[config.mk]
export PLATFORM = sky130hd
export DESIGN_NAME = seg_scan_scheduler_flat
export DESIGN_NICKNAME = d
export VERILOG_FILES = /design/src/rtl/stopwatch_pkg.sv /design/src/rtl/seg_scan_scheduler_if.sv /design/src/rtl/bcd_to_seg.sv /design/src/rtl/seg_scan_scheduler.sv /design/src/flat_wrapper.sv
export SDC_FILE = /design/constraint.sdc
export NUM_CORES = 1
export LEC_CHECK = 0
export BUFFER_PORTS_ARGS = -buffer_cell sky130_fd_sc_hd__buf_2
export CAP_MARGIN = 10
export CORE_UTILIZATION = 59
export CTS_BUF_LIST = sky130_fd_sc_hd__clkbuf_8
export DETAILED_ROUTE_END_ITERATION = 8
export HOLD_SLACK_MARGIN = 0.1
export PLACE_DENSITY_LB_ADDON = 0.25
export SLEW_MARGIN = 20
export SYNTH_ARGS = -nofsm -noshare
export SYNTH_HDL_FRONTEND = slang
export SYNTH_HIERARCHICAL = 1
export SYNTH_SLANG_ARGS = --single-unit
[constraint.sdc]
create_clock -name clk -period 2.7 [get_ports clk]
set_input_delay 0.135 -clock clk [delete_from_list [all_inputs] [get_ports clk]]
set_output_delay 0.135 -clock clk [all_outputs]
set_load 0.02 [all_outputs]
[src/rtl/stopwatch_pkg.sv]
// Shared stopwatch display definitions: slot states and active-low 7-segment patterns.
// Patterns are ordered {g,f,e,d,c,b,a}.
package stopwatch_pkg;

    typedef enum logic [0:0] {
        S_BLANK = 1'b0,
        S_DRIVE = 1'b1
    } slot_state_t;

    localparam logic [6:0] SEG_OFF  = 7'b1111111;
    localparam logic [6:0] SEG_DASH = 7'b0111111;
    localparam logic [6:0] SEG_0    = 7'b1000000;
    localparam logic [6:0] SEG_1    = 7'b1111001;
    localparam logic [6:0] SEG_2    = 7'b0100100;
    localparam logic [6:0] SEG_3    = 7'b0110000;
    localparam logic [6:0] SEG_4    = 7'b0011001;
    localparam logic [6:0] SEG_5    = 7'b0010010;
    localparam logic [6:0] SEG_6    = 7'b0000010;
    localparam logic [6:0] SEG_7    = 7'b1111000;
    localparam logic [6:0] SEG_8    = 7'b0000000;
    localparam logic [6:0] SEG_9    = 7'b0010000;

endpackage

[src/rtl/seg_scan_scheduler_if.sv]
// Display-side bundle of the scan scheduler: BCD time and controls in,
// anode/segment/decimal-point drives and the frame marker out.
interface seg_scan_scheduler_if #(
    parameter int DIGITS = 6
);
    logic [4*DIGITS-1:0] time_bcd;
    logic                disp_update;
    logic                blink_en;
    logic [DIGITS-1:0]   an_n;
    logic [6:0]          seg_n;
    logic                dp_n;
    logic                frame_start;

    modport master (
        output time_bcd, disp_update, blink_en,
        input  an_n, seg_n, dp_n, frame_start
    );

    modport slave (
        input  time_bcd, disp_update, blink_en,
        output an_n, seg_n, dp_n, frame_start
    );
endinterface

[src/rtl/bcd_to_seg.sv]
// Combinational BCD to active-low 7-segment decoder; codes 10..15 show a dash.
module bcd_to_seg
    import stopwatch_pkg::*;
(
    input  logic [3:0] bcd,
    output logic [6:0] seg_n
);

    always_comb begin
        seg_n = SEG_DASH;
        case (bcd)
            4'd0: seg_n = SEG_0;
            4'd1: seg_n = SEG_1;
            4'd2: seg_n = SEG_2;
            4'd3: seg_n = SEG_3;
            4'd4: seg_n = SEG_4;
            4'd5: seg_n = SEG_5;
            4'd6: seg_n = SEG_6;
            4'd7: seg_n = SEG_7;
            4'd8: seg_n = SEG_8;
            4'd9: seg_n = SEG_9;
            default: seg_n = SEG_DASH;
        endcase
    end

endmodule

[src/rtl/seg_scan_scheduler.sv]
// Multiplexed 7-segment scan scheduler with frame-aligned snapshot and blink.
// Optional build macro SEG_LEADING_ZERO_BLANK_EN blanks leading zero digits above digit 2.
module seg_scan_scheduler
    import stopwatch_pkg::*;
#(
    parameter int CLK_DIV      = 1000,
    parameter int BLANK_CYCLES = 100,
    parameter int DIGITS       = 6,
    parameter int BLINK_FRAMES = 50
) (
    input  logic                 clk,
    input  logic                 n_reset,
    seg_scan_scheduler_if.slave  bus
);

    localparam int PC_W  = (CLK_DIV > 1) ? $clog2(CLK_DIV) : 1;
    localparam int DIG_W = (DIGITS > 1) ? $clog2(DIGITS) : 1;
    localparam int FC_W  = (BLINK_FRAMES > 1) ? $clog2(BLINK_FRAMES) : 1;

    localparam logic [PC_W-1:0]  PC_LAST  = PC_W'(CLK_DIV - 1);
    localparam logic [PC_W-1:0]  PC_BLANK = PC_W'(BLANK_CYCLES);
    localparam logic [DIG_W-1:0] DIG_LAST = DIG_W'(DIGITS - 1);
    localparam logic [DIG_W-1:0] DIG_DP_A = DIG_W'(2);
    localparam logic [DIG_W-1:0] DIG_DP_B = DIG_W'(4);
    localparam logic [FC_W-1:0]  FC_LAST  = FC_W'(BLINK_FRAMES - 1);

    logic [PC_W-1:0]     pc;
    logic [DIG_W-1:0]    dig;
    logic [FC_W-1:0]     fc;
    logic                ph;
    logic [4*DIGITS-1:0] snap;
    logic                blk;
    logic                primed;

    slot_state_t         state;
    logic                slot_end;
    logic                frame_end;
    logic [3:0]          nib;
    logic [6:0]          seg_dec;
    logic [DIGITS-1:0]   suppress;
    logic                dark;

    logic [DIGITS-1:0]   an_n_p1;
    logic [6:0]          seg_n_p1;
    logic                dp_n_p1;
    logic                frame_start_p1;

    assign state     = (pc < PC_BLANK) ? S_BLANK : S_DRIVE;
    assign slot_end  = (pc == PC_LAST);
    assign frame_end = slot_end && (dig == DIG_LAST);
    assign nib       = snap[4*dig +: 4];

    bcd_to_seg u_dec (
        .bcd   (nib),
        .seg_n (seg_dec)
    );

`ifdef SEG_LEADING_ZERO_BLANK_EN
    // Zero run scanned from the top digit; the three low digits always show.
    always_comb begin
        logic run;
        run      = 1'b1;
        suppress = '0;
        for (int i = DIGITS - 1; i >= 3; i--) begin
            run         = run && (snap[4*i +: 4] == 4'd0);
            suppress[i] = run;
        end
    end
`else
    assign suppress = '0;
`endif

    assign dark = (state == S_BLANK) || (blk && ph) || suppress[dig];

    // Stage p0: scan counters and the frame-boundary snapshot
    always_ff @(posedge clk or negedge n_reset) begin
        if (!n_reset) begin
            pc     <= '0;
            dig    <= '0;
            fc     <= '0;
            ph     <= 1'b0;
            snap   <= '0;
            blk    <= 1'b0;
            primed <= 1'b0;
        end else begin
            if (slot_end) begin
                pc  <= '0;
                dig <= (dig == DIG_LAST) ? '0 : dig + 1'b1;
            end else begin
                pc <= pc + 1'b1;
            end
            if (frame_end) begin
                primed <= 1'b1;
                blk    <= bus.blink_en;
                if (bus.disp_update) begin
                    snap <= bus.time_bcd;
                end
                if (fc == FC_LAST) begin
                    fc <= '0;
                    ph <= ~ph;
                end else begin
                    fc <= fc + 1'b1;
                end
            end
        end
    end

    // Stage p1: registered display drive, one cycle behind the counters
    always_ff @(posedge clk or negedge n_reset) begin
        if (!n_reset) begin
            an_n_p1        <= '1;
            seg_n_p1       <= SEG_OFF;
            dp_n_p1        <= 1'b1;
            frame_start_p1 <= 1'b0;
        end else begin
            frame_start_p1 <= primed && (pc == '0) && (dig == '0);
            if (dark) begin
                an_n_p1  <= '1;
                seg_n_p1 <= SEG_OFF;
                dp_n_p1  <= 1'b1;
            end else begin
                an_n_p1  <= ~(DIGITS'(1) << dig);
                seg_n_p1 <= seg_dec;
                dp_n_p1  <= !((dig == DIG_DP_A) || (dig == DIG_DP_B));
            end
        end
    end

    assign bus.an_n        = an_n_p1;
    assign bus.seg_n       = seg_n_p1;
    assign bus.dp_n        = dp_n_p1;
    assign bus.frame_start = frame_start_p1;

endmodule

[src/flat_wrapper.sv]
// flat-port wrapper written by rule: the top's interface ports become plain ports
module seg_scan_scheduler_flat import stopwatch_pkg::*;
#(
    parameter int CLK_DIV      = 1000,
    parameter int BLANK_CYCLES = 100,
    parameter int DIGITS       = 6,
    parameter int BLINK_FRAMES = 50
)
  (clk, n_reset, bus_time_bcd, bus_disp_update, bus_blink_en, bus_an_n, bus_seg_n, bus_dp_n, bus_frame_start);
  seg_scan_scheduler_if #(.DIGITS(DIGITS)) bus_i ();
  input  logic clk;
  input  logic n_reset;
  input wire logic [$bits(bus_i.time_bcd)-1:0] bus_time_bcd;
  input wire logic [$bits(bus_i.disp_update)-1:0] bus_disp_update;
  input wire logic [$bits(bus_i.blink_en)-1:0] bus_blink_en;
  output wire logic [$bits(bus_i.an_n)-1:0] bus_an_n;
  output wire logic [$bits(bus_i.seg_n)-1:0] bus_seg_n;
  output wire logic [$bits(bus_i.dp_n)-1:0] bus_dp_n;
  output wire logic [$bits(bus_i.frame_start)-1:0] bus_frame_start;
  assign bus_i.time_bcd = bus_time_bcd;
  assign bus_i.disp_update = bus_disp_update;
  assign bus_i.blink_en = bus_blink_en;
  assign bus_an_n = bus_i.an_n;
  assign bus_seg_n = bus_i.seg_n;
  assign bus_dp_n = bus_i.dp_n;
  assign bus_frame_start = bus_i.frame_start;
  seg_scan_scheduler #(.CLK_DIV(CLK_DIV), .BLANK_CYCLES(BLANK_CYCLES), .DIGITS(DIGITS), .BLINK_FRAMES(BLINK_FRAMES)) u_core (.clk(clk), .n_reset(n_reset), .bus(bus_i));
endmodule
# Word-level counts from Yosys, hierarchy flattened
# Memories as Yosys holds them, arrays and structs flattened.
# Index checks and enable logic that the tools add are counted.
# word_totals
rom_bits	120
wordCells	46
in_bits	28
mem_count	2
ff_bits	61
out_inout_bits	15
# mem_list
memory	depth	width	read_ports	rd_ports_with_merged_regs	write_ports	line_no	text
(name not given)	16	7	1	0	0	bcd_to_seg.sv:11	case (bcd)
(name not given)	8	1	1	0	0	seg_scan_scheduler.sv:73	assign dark = (state == S_BLANK) || (blk && ph) || suppress[dig];
# classes
n_eq_ne	5
n_shift	2
add_sub_neg	3
n_reduce_logical	12
order_cmp	2
n_bitwise	2
n_mux	7
# ops
cell	count
variable part select 24 x 6 -> 4 bit	1
two-way mux 6 bit	2
adder 10 x 1 -> 10 bit (second input constant)	1
== test 10 bit (second input constant)	1
zero test 10 bit	1
less-than comparator 10 x 7 -> 1 bit (second input constant)	1
two-way mux 10 bit	1
two-way mux 7 bit	1
adder 6 x 1 -> 6 bit (second input constant)	1
== test 3 bit (second input constant)	2
== test 6 bit (second input constant)	1
NOT 6 bit	1
left shift 1 x 3 -> 6 bit (first input constant)	1
logical AND 1 bit	4
less-than comparator 3 x 4 -> 1 bit (second input constant)	1
AND reduction 2 bit	2
adder 3 x 1 -> 3 bit (second input constant)	1
== test 3 x 2 -> 1 bit (second input constant)	1
zero test 3 bit	1
logical OR 1 bit	3
two-way mux 3 bit	1
two-way mux 1 bit	2
zero test 1 bit	1
NOT 1 bit	1

# Depth between registers and ports, before layout
# Gate-level depths: netlist of the first run.
# logic_depth
depth_word	4
mapped_depth	9
depth_no_buf	8

# By module
# Netlist of the first run, hierarchy kept.
# modules_own_cells
module	area_each_um2	cells_per_inst	seq_area_each_um2	n_inst
seg_scan_scheduler	2866.5	223	1544.0	1
bcd_to_seg	240.2	31	0.0	1

# Worst setup path before layout of the first run
# No wires, ideal clock.
# synth_timing
path_kind	flip-flop to flip-flop
from	reg u_core.dig[0]
to	reg u_core.seg_n_p1[4], in the netlist u_core/bus.seg_n[4]
setup_time_ns	0.068
period_less_slack_ns	2.362
n_path_buf	2
required_time_ns	2.632
slack_ns	0.338
stages_incl_launch_ff	10
arrival_time_ns	2.295
cell_sequence	dfrtp_1 buf_6 clkbuf_1 mux2i_1 o21ai_0 inv_1 ha_1 or2b_1 a31oi_1 nand2b_1
# synth_via
elab_cells_between_ends	6
classes_between	shift: 1; mux: 2; reduce/logical: 1; memory: 2
# synth_lines
item	line_no	text
start: declaration	seg_scan_scheduler.sv:28	logic [DIG_W-1:0] dig;
start signal: assignment	seg_scan_scheduler.sv:88	dig <= (dig == DIG_LAST) ? '0 : dig + 1'b1;
variable part select 24 x 6 -> 4 bit	seg_scan_scheduler.sv:51	assign nib = snap[4*dig +: 4];
net u_core.nib[1]	seg_scan_scheduler.sv:38	logic [3:0] nib;
memory read (16 x 7 bit)	-	
net u_core.seg_dec[4]	seg_scan_scheduler.sv:39	logic [6:0] seg_dec;
two-way mux 7 bit	seg_scan_scheduler.sv:117	if (dark) begin
end signal: assignment	seg_scan_scheduler.sv:123	seg_n_p1 <= seg_dec;
end: declaration	seg_scan_scheduler.sv:44	logic [6:0] seg_n_p1;
# The timed path passes the listed nets, and every way through them passes these cells. The select of a mux whose other input is x is not followed.
# A chain may end at the register's enable or synchronous reset.

# Final worst setup path of the first run
# layout_timing
from	reg u_core.dig[0]
to	reg u_core.seg_n_p1[2], in the netlist u_core/bus.seg_n[2]
# The elaborated chain is that of the path after synthesis.

==> results of run 1 <==
-- what timing repair did --
action / in CTS / in global routing
endpoints found under the setup margin: 0 / 0
endpoints found under the hold margin: 53 / 0
hold buffers: 26 / 0
-- placed cells by master, fill, tap and decap left out, types with 4 or more instances in the layout --
| master | count |
|---|---|
| dfrtp_1 | 47 |
| buf_2 | 42 |
| dlygate4sd3_1 | 26 |
| mux2_4 | 20 |
| nand2_1 | 16 |
| nor2_1 | 16 |
| inv_1 | 15 |
| dfstp_2 | 14 |
| clkbuf_8 | 11 |
| nand2b_1 | 11 |
| o21ai_0 | 11 |
| ha_1 | 10 |
| nand3_1 | 7 |
| mux2i_1 | 5 |
| a21oi_1 | 5 |
| xor2_1 | 5 |
| mux2_2 | 5 |
| nor3_1 | 4 |
| a21o_1 | 4 |
| buf_4 | 4 |
-- through the flow --
stage	setup slack, ns	instances	utilization	total power, W
floorplan	0.338	254	-	0.000934
global placement	0.501	357	0.655	0.000973
detailed placement	0.396	357	0.655	0.000974
CTS	0.382	399	0.740	0.00170
global route	0.238	399	0.740	0.00174
finish	0.400	399	0.740	0.00168
-- power by group through the flow --
stage / combinational [W] / clock (W) / sequential, W
after floorplan: 0.00000129 / 0 / 0.000933
after CTS: 0.0000700 / 0.000710 / 0.000917
after global routing: 0.0000778 / 0.000747 / 0.000916
after global placement: 0.0000408 / 0 / 0.000933
final: 0.0000696 / 0.000695 / 0.000917
after detailed placement: 0.0000415 / 0 / 0.000933
-- state kept, by name (all words and copies together) (netlist names) --
signal and flops:
u_core/bus.dp_n 1, u_core/snap 24, u_core/ph 1, u_core/blk 1
u_core/bus.an_n 6, u_core/bus.frame_start 1, u_core/bus.seg_n 7, u_core/pc 10
u_core/primed 1, u_core/fc 6, u_core/dig 3
-- cells in the mapped netlist (2+ instances only) --
library cell  instances  share of area
a22o_1                3         0.0085
buf_6                 5          0.018
mux2i_1               5          0.016
nor3_1                4         0.0064
nand4_1               2         0.0040
nor2_1               16          0.019
a22oi_1               3         0.0072
dfrtp_1              47           0.38
mux4_1                3          0.025
o21bai_1              2         0.0048
dfstp_2              14           0.12
a21oi_1               5         0.0081
buf_12                2          0.013
a21o_1                4         0.0097
inv_1                11          0.013
mux2_4               20          0.097
and3b_1               2         0.0056
o21ai_0              12          0.019
nand2b_1             11          0.022
nand3_1               7          0.011
and2_1                2         0.0040
nand2_1              16          0.019
and3_1                3         0.0060
or3_1                 2         0.0040
xor2_1                5          0.014
nand3b_1              2         0.0048
xnor2_1               3         0.0085
ha_1                 10          0.040
mux2_2                5          0.018
a31oi_1               2         0.0040
buf_2                 4         0.0064
clkbuf_1              2         0.0024
-- kinds of logic after synthesis --
family,share of synthesized area
AO/OA/AOI/OAI,0.0697
XOR/XNOR,0.0226
adder cells (fa/ha/maj),0.0403
buffers and inverters,0.0556
flip-flops,0.497
multiplexers,0.167
AND/OR/NAND/NOR,0.148
-- final cells by class --
type | instances | area [sq um] | area share
clock buffer | 11 | 151 | 0.0403
timing repair buffer | 73 | 520 | 0.139
multi-input combinational | 168 | 1390 | 0.370
tap | 70 | 87.6 | 0.0233
clock inverter | 5 | 20.0 | 0.00533
inverter | 11 | 41.3 | 0.0110
sequential | 61 | 1540 | 0.411
-- worst paths after layout --
path | start | end | slack [ns]
worst max-delay path | u_core/dig[0] | u_core/bus.seg_n[2] | 0.40
worst min-delay path | n_reset | u_core/snap[17] | 0.36
worst max register to register | u_core/dig[0] | u_core/bus.seg_n[2] | 0.40
worst min register to register | u_core/primed | u_core/primed | 0.47
max in group asynchronous | n_reset | u_core/bus.seg_n[2] | 1.68
min in group clk | u_core/primed | u_core/primed | 0.47
-- layer usage --
layer / GRT usage / vias to the layer above / wire (um)
met3: 0.0474 / 12 / 252
met2: 0.364 / 62 / 2660
li1: - / 1022 / -
met1: 0.334 / 1000 / 2670
met4: 0.136 / 0 / 90
met5: 0 / - / 0
==> qor.csv, run 1 <==
stage;metric;value;unit
outcome;status;complete, no violations;
floorplanning;io_pins;43;
placed_design;io_buffers;42;
grt;grt_max_degree;34;
setup_path;cp-start-kind;register;
synth;syn-instance-count;254;
sta;setup_viol;0;
clock_network;numCtsBuffers;9;
detailed_routing;viasPerCell;5.25;
pwr;ir_drop;0.000352;V
setup_path;slowest_stage;mux4_2;
cells_and_area;finalInstanceArea;3750;sq um
synth;syn_nets;292;
clock_network;clockBufferDepth;2;
pwr;p_per_area;448;nW/um^2
grt;grt_pass1_vias;2069;
detailed_routing;drt_iter0_markers;123;
cells_and_area;nNetsFinal;362;
pwr;p_sw_frac;0.211;
clock_network;h-tree-depth;3;
clock_network;cts_resized;0;
grt;grt_pass1_wl;9.71;mm
setup_path;critical_path_class;register to register;
floorplanning;die_h;74.6;um
placed_design;place_hpwl;3.73;mm
clock_network;cts_num_sinks;61;
grt;globalRoute.totalOverflow;0;
sta;fin_setup_tns;0;ns
grt;grtUsageTotal;0.243;
synth;synth_edf_count;0;
pwr;p_int;0.00133;W
sta;slew_headroom;0.473;
synth;synth_seq_cells;61;
detailed_routing;first_pass_iters;4;
setup_path;cp-end-kind;register;
sta;clock.fmax;0.435;GHz
floorplanning;initial_core_util;0.612;
placed_design;place_congestion;0.787;
sta;finalWorstPathRequiredPeriod;2.30;ns
detailed_routing;wl_per_cell;14.2;um
sta;tightest_slew;0.782;ns
setup_path;cp_num_buf_inv;1;
setup_path;slowest_delay;0.52;ns
synth;syn_area;3110;sq um
setup_path;crit_cells;7;
floorplanning;die_x;74.6;um
setup_path;worstPathCellList;buf_4 > mux4_2 > nand2_1 > o21ai_0 > or2_1 > a21o_1 > nand2b_1;
synth;ys_warn_count;6;
synth;avgSynthCellArea;12.2;sq um
placed_design;place_area;3320;sq um
cells_and_area;area_growth;20.9;%
detailed_routing;postRouteAntennaNets;0;
cells_and_area;num_antenna_cells;0;
clock_network;cts_tree;done;
pwr;pwr-share-seq;0.545;
setup_path;reg2regPathDepth;7;
clock_network;cts-root-buf;clkbuf_8;
setup_path;crit_arrival;2.53;ns
sta;slew_violations;0;
grt;antenna_found_initial;0;
clock_network;cts_setup_buffers;0;
pwr;p_clk_frac;0.413;
setup_path;crit_required;2.93;ns
setup_path;crit_fanout;13;
floorplanning;rows;26;
setup_path;path_delay_family;simple AND/OR/NAND/NOR gates;
detailed_routing;wl;5.67;mm
cells_and_area;drive_above_1_share;0.316;
clock_network;clk_latency;0.34;ns
synth;ys_async_sr_fraction;1.00;
synth;synth-main-ff-cell;dfrtp_1;
sta;hold_ws;0.359;ns
pwr;power.switching;0.000355;W
sta;finalHoldViolations;0;
detailed_routing;vias;2096;
flow_run;maxCapViolations;0;
detailed_routing;drc;0;
synth;synth_cell_types;52;
synth;seq_area_frac_synth;0.497;
clock_network;clk_pin_slew;0.06;ns
sta;rsz0062_at_grt;false;
cells_and_area;fill_cells;348;
floorplanning;core-area;5070;sq um
pwr;p_leak;1.77;nW
floorplanning;die_area;5560;sq um
pwr;combPwrFrac;0.041;
worst_hold_path;min_path_type;input pin to asynchronous set/reset pin;
sta;finClkSkew;0.0103;ns
sta;period_share;0.852;
(Power assumes the default switching activity.)
==> run 2: changes to the inputs <==
--- a/config.mk
+++ b/config.mk
@@ -7,7 +7,9 @@
 export LEC_CHECK = 0
 export BUFFER_PORTS_ARGS = -buffer_cell sky130_fd_sc_hd__buf_2
 export CAP_MARGIN = 10
-export CORE_UTILIZATION = 59
+export CELL_PAD_IN_SITES_DETAIL_PLACEMENT = 1
+export CELL_PAD_IN_SITES_GLOBAL_PLACEMENT = 1
+export CORE_UTILIZATION = 48
 export CTS_BUF_LIST = sky130_fd_sc_hd__clkbuf_8
 export DETAILED_ROUTE_END_ITERATION = 8
 export HOLD_SLACK_MARGIN = 0.1
==> run 2 against run 1 <==
Against the previous run:
- power is 13% higher
- critical path type unchanged
- hold slack got worse by 0.031 ns
- wire length rose by 34%
- via count is 5.3% higher
- flip-flop and latch count stayed put
- sequential power barely moved
- clock power rose by 32%
- sequential share of layout area down 0.58 points
- die area grew 22%
- critical endpoint unchanged
==> qor.csv, run 2 (same netlist as run 1, synthesis figures left out) <==
stage;metric;value;unit;change
outcome;status;complete, no violations;;
setup_path;cp_num_buf_inv;1;;unchanged
sta;layout_setup_ws;0.182;ns;-0.218 ns
detailed_routing;wl_per_cell;18.7;um;+32%
placed_design;place_congestion;0.784;;-0.37%
clock_network;clk_latency;0.34;ns;about the same
setup_path;critical_path_class;register to register;;
clock_network;h-tree-depth;3;;unchanged
setup_path;crit_arrival;2.75;ns;+0.22 ns
sta;finClkSkew;0.0158;ns;+0.00558 ns
grt;grt.met3_usage;0.0560;;+0.00862
setup_path;crit_fanout;12;;-1
detailed_routing;postRouteAntennaNets;0;;unchanged
placed_design;place_ws;0.196;ns;-0.200 ns
cells_and_area;largest-register;u_core/snap;;
setup_path;cp-end-kind;register;;
pwr;ir_drop;0.000341;V;-3.3%
floorplanning;die_x;82.5;um;+11%
sta;tightest_slew;0.908;ns;+0.127 ns
cells_and_area;num_antenna_cells;0;;unchanged
clock_network;numCtsBuffers;9;;unchanged
cells_and_area;most-common-layout-cells;47 x dfrtp_1, 42 x buf_2, 26 x dlygate4sd3_1;;
clock_network;cts-root-buf;clkbuf_8;;
detailed_routing;wl;7.59;mm;+34%
grt;grt_busiest_layer;met2;;
setup_path;crit_required;2.93;ns;about the same
placed_design;io_buffers;42;;unchanged
clock_network;cts_setup_buffers;0;;unchanged
setup_path;path_delay_family;simple AND/OR/NAND/NOR gates;;
grt;grtUsageTotal;0.259;;+0.0161
setup_path;critical_path.startpoint;u_core/dig[0];;
setup_path;reg2regPathDepth;7;;unchanged
setup_path;cp-start-kind;register;;
sta;setup_viol;0;;unchanged
setup_path;crit_cells;7;;unchanged
clock_network;cts_tree;done;;
detailed_routing;viasPerCell;5.45;;+3.8%
cells_and_area;drive_above_1_share;0.330;;+0.0142
worst_hold_path;min_path_type;input pin to asynchronous set/reset pin;;
floorplanning;rows;28;;+7.7%
placed_design;place_hpwl;4.74;mm;+27%
grt;grt_pass1_wl;12.4;mm;+27%
pwr;p_leak;1.76;nW;-0.17%
sta;fin_setup_tns;0;ns;unchanged
sta;finalWorstPathRequiredPeriod;2.52;ns;+0.218 ns
detailed_routing;drc;0;;unchanged
grt;grt_max_degree;29;;-15%
floorplanning;core-area;6100;sq um;+20%
detailed_routing;first_pass_iters;4;;unchanged
setup_path;slowest_delay;0.54;ns;+0.02 ns
sta;period_share;0.933;;+0.0808
setup_path;reg2reg_slack;0.18;ns;-0.22 ns
grt;met2_usage;0.452;;+0.0877
flow_run;maxCapViolations;0;;unchanged
cells_and_area;fill_cells;644;;+85%
detailed_routing;vias;2208;;+5.3%
grt;globalRoute.totalOverflow;0;;unchanged
sta;finalHoldViolations;0;;unchanged
sta;rsz0062_at_grt;false;;
grt;use_met1;0.308;;-0.0256
sta;slew_violations;0;;unchanged
setup_path;rr_startpoint;u_core/dig[0];;
sta;clock.fmax;0.397;GHz;-8.7%
grt;grt_pass1_vias;2335;;+13%
cells_and_area;area_growth;22.6;%;
grt;antenna_found_initial;0;;unchanged
pwr;p_per_area;500;nW/um^2;+12%
clock_network;clockBufferDepth;2;;unchanged
floorplanning;die_h;82.5;um;+11%
setup_path;crit_end;u_core/bus.seg_n[2];;
clock_network;clk_pin_slew;0.08;ns;+0.02 ns
floorplanning;die_area;6800;sq um;+22%
floorplanning;io_pins;43;;unchanged
setup_path;r2r_end;u_core/bus.seg_n[2];;
setup_path;worstPathCellList;buf_4 > mux4_2 > nand2_1 > o21ai_0 > or2_1 > a21o_1 > nand2b_1;;
clock_network;cts_num_sinks;61;;unchanged
cells_and_area;largest_reg_flops;24;;unchanged
floorplanning;initial_core_util;0.510;;-0.103
detailed_routing;drt_iter0_markers;80;;-35%
cells_and_area;final_common_cell;dfrtp_1;;
sta;slew_headroom;0.388;;-0.0852
cells_and_area;nNetsFinal;363;;+0.28%
setup_path;slowest_stage;mux4_2;;
## run 2: cell types whose count changed in the layout (fill, tap and decap cells not counted), sizes merged
| cell | change |
|---|---|
| inv | -4 |
| buf | +1 |
| bufinv | +2 |
| clkbuf | -2 |
| clkinvlp | +3 |
| clkinv | +1 |
## run 2: report_power, final
part           internal (W)   total, W  leakage (nW)  switching (W)
registers          0.000915   0.000916         0.787    0.000000706
clock network      0.000522   0.000919         0.102       0.000397
logic             0.0000411  0.0000716         0.875      0.0000305
total               0.00148    0.00191          1.76       0.000428
## run 2: how the worst min path moves through the flow
stage,from,endpoint,slack [ns],cells after the start
after floorplan,n_reset,u_core/blk,-0.16,0
after global routing,n_reset,u_core/snap[18],0.39,2
after global placement,n_reset,u_core/snap[21],0.16,1
final,n_reset,u_core/snap[9],0.33,2
after detailed placement,n_reset,u_core/snap[17],0.17,1
after CTS,n_reset,u_core/snap[18],0.34,2
## run 2: cell type report
type | count | area [sq um] | area share
Multi-Input combinational cell | 168 | 1390 | 0.365
Inverter | 11 | 41.3 | 0.0108
Sequential cell | 61 | 1540 | 0.405
Clock buffer | 9 | 124 | 0.0325
Clock inverter | 7 | 100 | 0.0263
Tap cell | 75 | 93.8 | 0.0246
Timing Repair Buffer | 74 | 515 | 0.135
## run 2: routing by layer
metal / part of all wire / wire (um)
met1: 0.42 / 3210
met2: 0.53 / 3990
met3: 0.035 / 268
met4: 0.016 / 121
met5: 0 / 0
## run 2: through the flow
stage | cell area, sq um | instances | utilization | hold WS [ns] | total power, W
final | 3810 | 405 | 0.625 | 0.329 | 0.00191
after global routing | 3810 | 405 | 0.625 | 0.390 | 0.00197
after detailed placement | 3320 | 363 | 0.545 | 0.173 | 0.000975
after CTS | 3810 | 405 | 0.625 | 0.341 | 0.00191
after floorplan | 3110 | 254 | - | -0.161 | 0.000934
after global placement | 3320 | 363 | 0.545 | 0.161 | 0.000973
## run 2: repair_timing
| item | in CTS | in global routing |
|---|---|---|
| hold buffers | 26 | 0 |
| endpoints found under the hold margin | 43 | 0 |
| resized for setup | 0 | 1 |
| setup endpoints to repair | 0 | 2 |
==> run 3: changes to the inputs <==
--- a/config.mk
+++ b/config.mk
@@ -9,7 +9,7 @@
 export CAP_MARGIN = 10
 export CELL_PAD_IN_SITES_DETAIL_PLACEMENT = 1
 export CELL_PAD_IN_SITES_GLOBAL_PLACEMENT = 1
-export CORE_UTILIZATION = 48
+export CORE_UTILIZATION = 43
 export CTS_BUF_LIST = sky130_fd_sc_hd__clkbuf_8
 export DETAILED_ROUTE_END_ITERATION = 8
 export HOLD_SLACK_MARGIN = 0.1
==> constraint.sdc (replaced) <==
create_clock -name clk -period 2.3 [get_ports clk]
set_input_delay 0.115 -clock clk [delete_from_list [all_inputs] [get_ports clk]]
set_output_delay 0.115 -clock clk [all_outputs]
set_load 0.02 [all_outputs]
==> run 3 against run 2 <==
Against the previous run:
- flip-flop and latch count is the same
- final cell count grew 6.4%
- count of clock-buffer cells in the layout grew 3
- hold slack got worse by 0.030 ns
- sequential share of layout area fell by 0.51 points
- first-iteration DRC count down 43%
- wire length decreased by 8.1%
- maximum frequency is 24% higher
- final area up 1.3%
- combinational power is 20% higher
- power up 6.7%
- critical path type unchanged
==> qor.csv, run 3 (same netlist as run 1, synthesis figures left out) <==
stage;metric;value;unit;change
sta;slew_violations;0;;unchanged
floorplanning;rows;30;;+7.1%
flow_run;maxCapViolations;0;;unchanged
detailed_routing;drc;0;;unchanged
floorplanning;initial_core_util;0.452;;-0.0574
grt;grt_pass1_vias;2332;;-0.13%
sta;finalWorstPathRequiredPeriod;2.03;ns;-0.491 ns
placed_design;place_hpwl;4.55;mm;-4.0%
outcome;status;complete, no violations;;
pwr;p_leak;1.80;nW;+2.2%
setup_path;cp-start-kind;register;;
cells_and_area;finalInstanceArea;3860;sq um;+1.3%
cells_and_area;area_growth;24.2;%;
cells_and_area;most-common-layout-cells;46 x dfrtp_1, 42 x buf_2, 26 x dlygate4sd3_1;;
grt;met2_usage;0.334;;-0.118
clock_network;cts-root-buf;clkbuf_8;;
setup_path;critical_path_class;register to register;;
setup_path;crit_arrival;2.31;ns;-0.44 ns
clock_network;cts_num_sinks;61;;unchanged
sta;rsz0062_at_grt;false;;
placed_design;place_congestion;0.765;;-2.4%
detailed_routing;postRouteAntennaNets;0;;unchanged
cells_and_area;largest-register;u_core/snap;;
detailed_routing;wl;6.98;mm;-8.1%
cells_and_area;drive_above_1_share;0.337;;+0.00701
sta;slew_headroom;0.638;;+0.250
cells_and_area;final_common_cell;dfrtp_1;;
grt;grt_busiest_layer;met2;;
cells_and_area;num_antenna_cells;0;;unchanged
setup_path;cp-end-kind;register;;
pwr;p_per_area;527;nW/um^2;+5.3%
detailed_routing;viasPerCell;5.07;;-7.0%
placed_design;io_buffers;42;;unchanged
pwr;ir_drop;0.000313;V;-8.1%
sta;finalHoldViolations;0;;unchanged
sta;setup_viol;0;;unchanged
detailed_routing;wl_per_cell;16.2;um;-14%
clock_network;numCtsBuffers;9;;unchanged
grt;grtUsageTotal;0.207;;-0.0522
cells_and_area;fill_cells;756;;+17%
placed_design;place_area;3410;sq um;+2.7%
floorplanning;io_pins;43;;unchanged
sta;finClkSkew;0.00831;ns;-0.00753 ns
grt;grt.met3_usage;0.0341;;-0.0219
setup_path;crit_required;2.58;ns;-0.35 ns
detailed_routing;drt_iter0_markers;46;;-43%
setup_path;crit_fanout;6;;-6
floorplanning;die_area;7570;sq um;+11%
clock_network;clk_latency;0.34;ns;about the same
grt;globalRoute.totalOverflow;0;;unchanged
floorplanning;die_h;87;um;+5.5%
grt;grt_max_degree;31;;+6.9%
clock_network;clockBufferDepth;2;;unchanged
sta;clock.fmax;0.493;GHz;+24%
grt;antenna_found_initial;0;;unchanged
sta;period_share;0.881;;-0.0512
detailed_routing;first_pass_iters;4;;unchanged
clock_network;h-tree-depth;3;;unchanged
cells_and_area;nNetsFinal;368;;+1.4%
grt;grt_pass1_wl;11.6;mm;-6.0%
floorplanning;die_x;87;um;+5.5%
sta;fin_setup_tns;0;ns;unchanged
clock_network;clk_pin_slew;0.07;ns;about the same
floorplanning;core-area;6870;sq um;+13%
cells_and_area;largest_reg_flops;24;;unchanged
worst_hold_path;min_path_type;input pin to asynchronous set/reset pin;;
sta;tightest_slew;0.536;ns;-0.373 ns
grt;use_met1;0.274;;-0.0341
clock_network;cts_tree;done;;
detailed_routing;vias;2186;;-1.0%
-- run 3: worst paths after layout --
| path | startpoint | to | slack, ns | cells past startpoint |
|---|---|---|---|---|
| min in group clk | bus_disp_update | u_core/snap[3] | 0.46 | 4 |
| setup / recovery | u_core/dig[0] | u_core/bus.seg_n[3] | 0.27 | 7 |
| hold reg to reg | u_core/primed | u_core/primed | 0.47 | 1 |
| max in group asynchronous | n_reset | u_core/dig[0] | 1.44 | 3 |
| hold / removal | n_reset | u_core/dig[2] | 0.30 | 2 |
| setup reg to reg | u_core/dig[0] | u_core/bus.seg_n[3] | 0.27 | 7 |
-- run 3: report_power, final --
part | internal (W) | switching (W)
Sequential | 0.00107 | 0.000000710
Combinational | 0.0000505 | 0.0000356
Clock | 0.000466 | 0.000406
Total | 0.00159 | 0.000442
-- run 3: layout make-up --
class,count,area (sq um),share of cell area
repair buffers,79,578,0.150
flip-flops and latches,61,1550,0.400
clock buffers,12,165,0.0428
multi-input cells,168,1390,0.361
well taps,96,120,0.0311
clock inverters,4,16.3,0.00421
inverters,11,41.3,0.0107
-- run 3: timing repair --
action                     4_1_cts  5_1_grt
resized for setup                0        3
setup buffers                    0        0
setup endpoints to repair        0        6
hold endpoints to repair        32        0
hold buffers                    26        0
-- run 3: critical path: stages (launching register included) --
cell      delay [ns]
dfrtp_2         0.44
mux4_1          0.59
nand2_1         0.08
o21ai_1         0.14
inv_1           0.16
ha_1            0.26
a22oi_1         0.18
nand2b_1        0.13
-- run 3: per-stage QoR --
| stage | hold slack (ns) | utilization | power (W) | instances | worst slack (ns) |
|---|---|---|---|---|---|
| 2_1_floorplan | -0.181 | - | 0.00110 | 254 | 0.155 |
| 3_3_place_gp | 0.119 | 0.497 | 0.00115 | 389 | 0.166 |
| 3_5_place_dp | 0.128 | 0.497 | 0.00115 | 389 | 0.0440 |
| 4_1_cts | 0.301 | 0.561 | 0.00205 | 431 | 0.0431 |
| 5_1_grt | 0.338 | 0.562 | 0.00211 | 431 | 0.105 |
| 6_report | 0.298 | 0.562 | 0.00203 | 431 | 0.273 |
-- run 3: layer usage --
metal | vias up | routed length (um)
met1 | 1086 | 3200
met5 | - | 0
met3 | 11 | 231
met4 | 0 | 133
met2 | 49 | 3410
li1 | 1040 | -
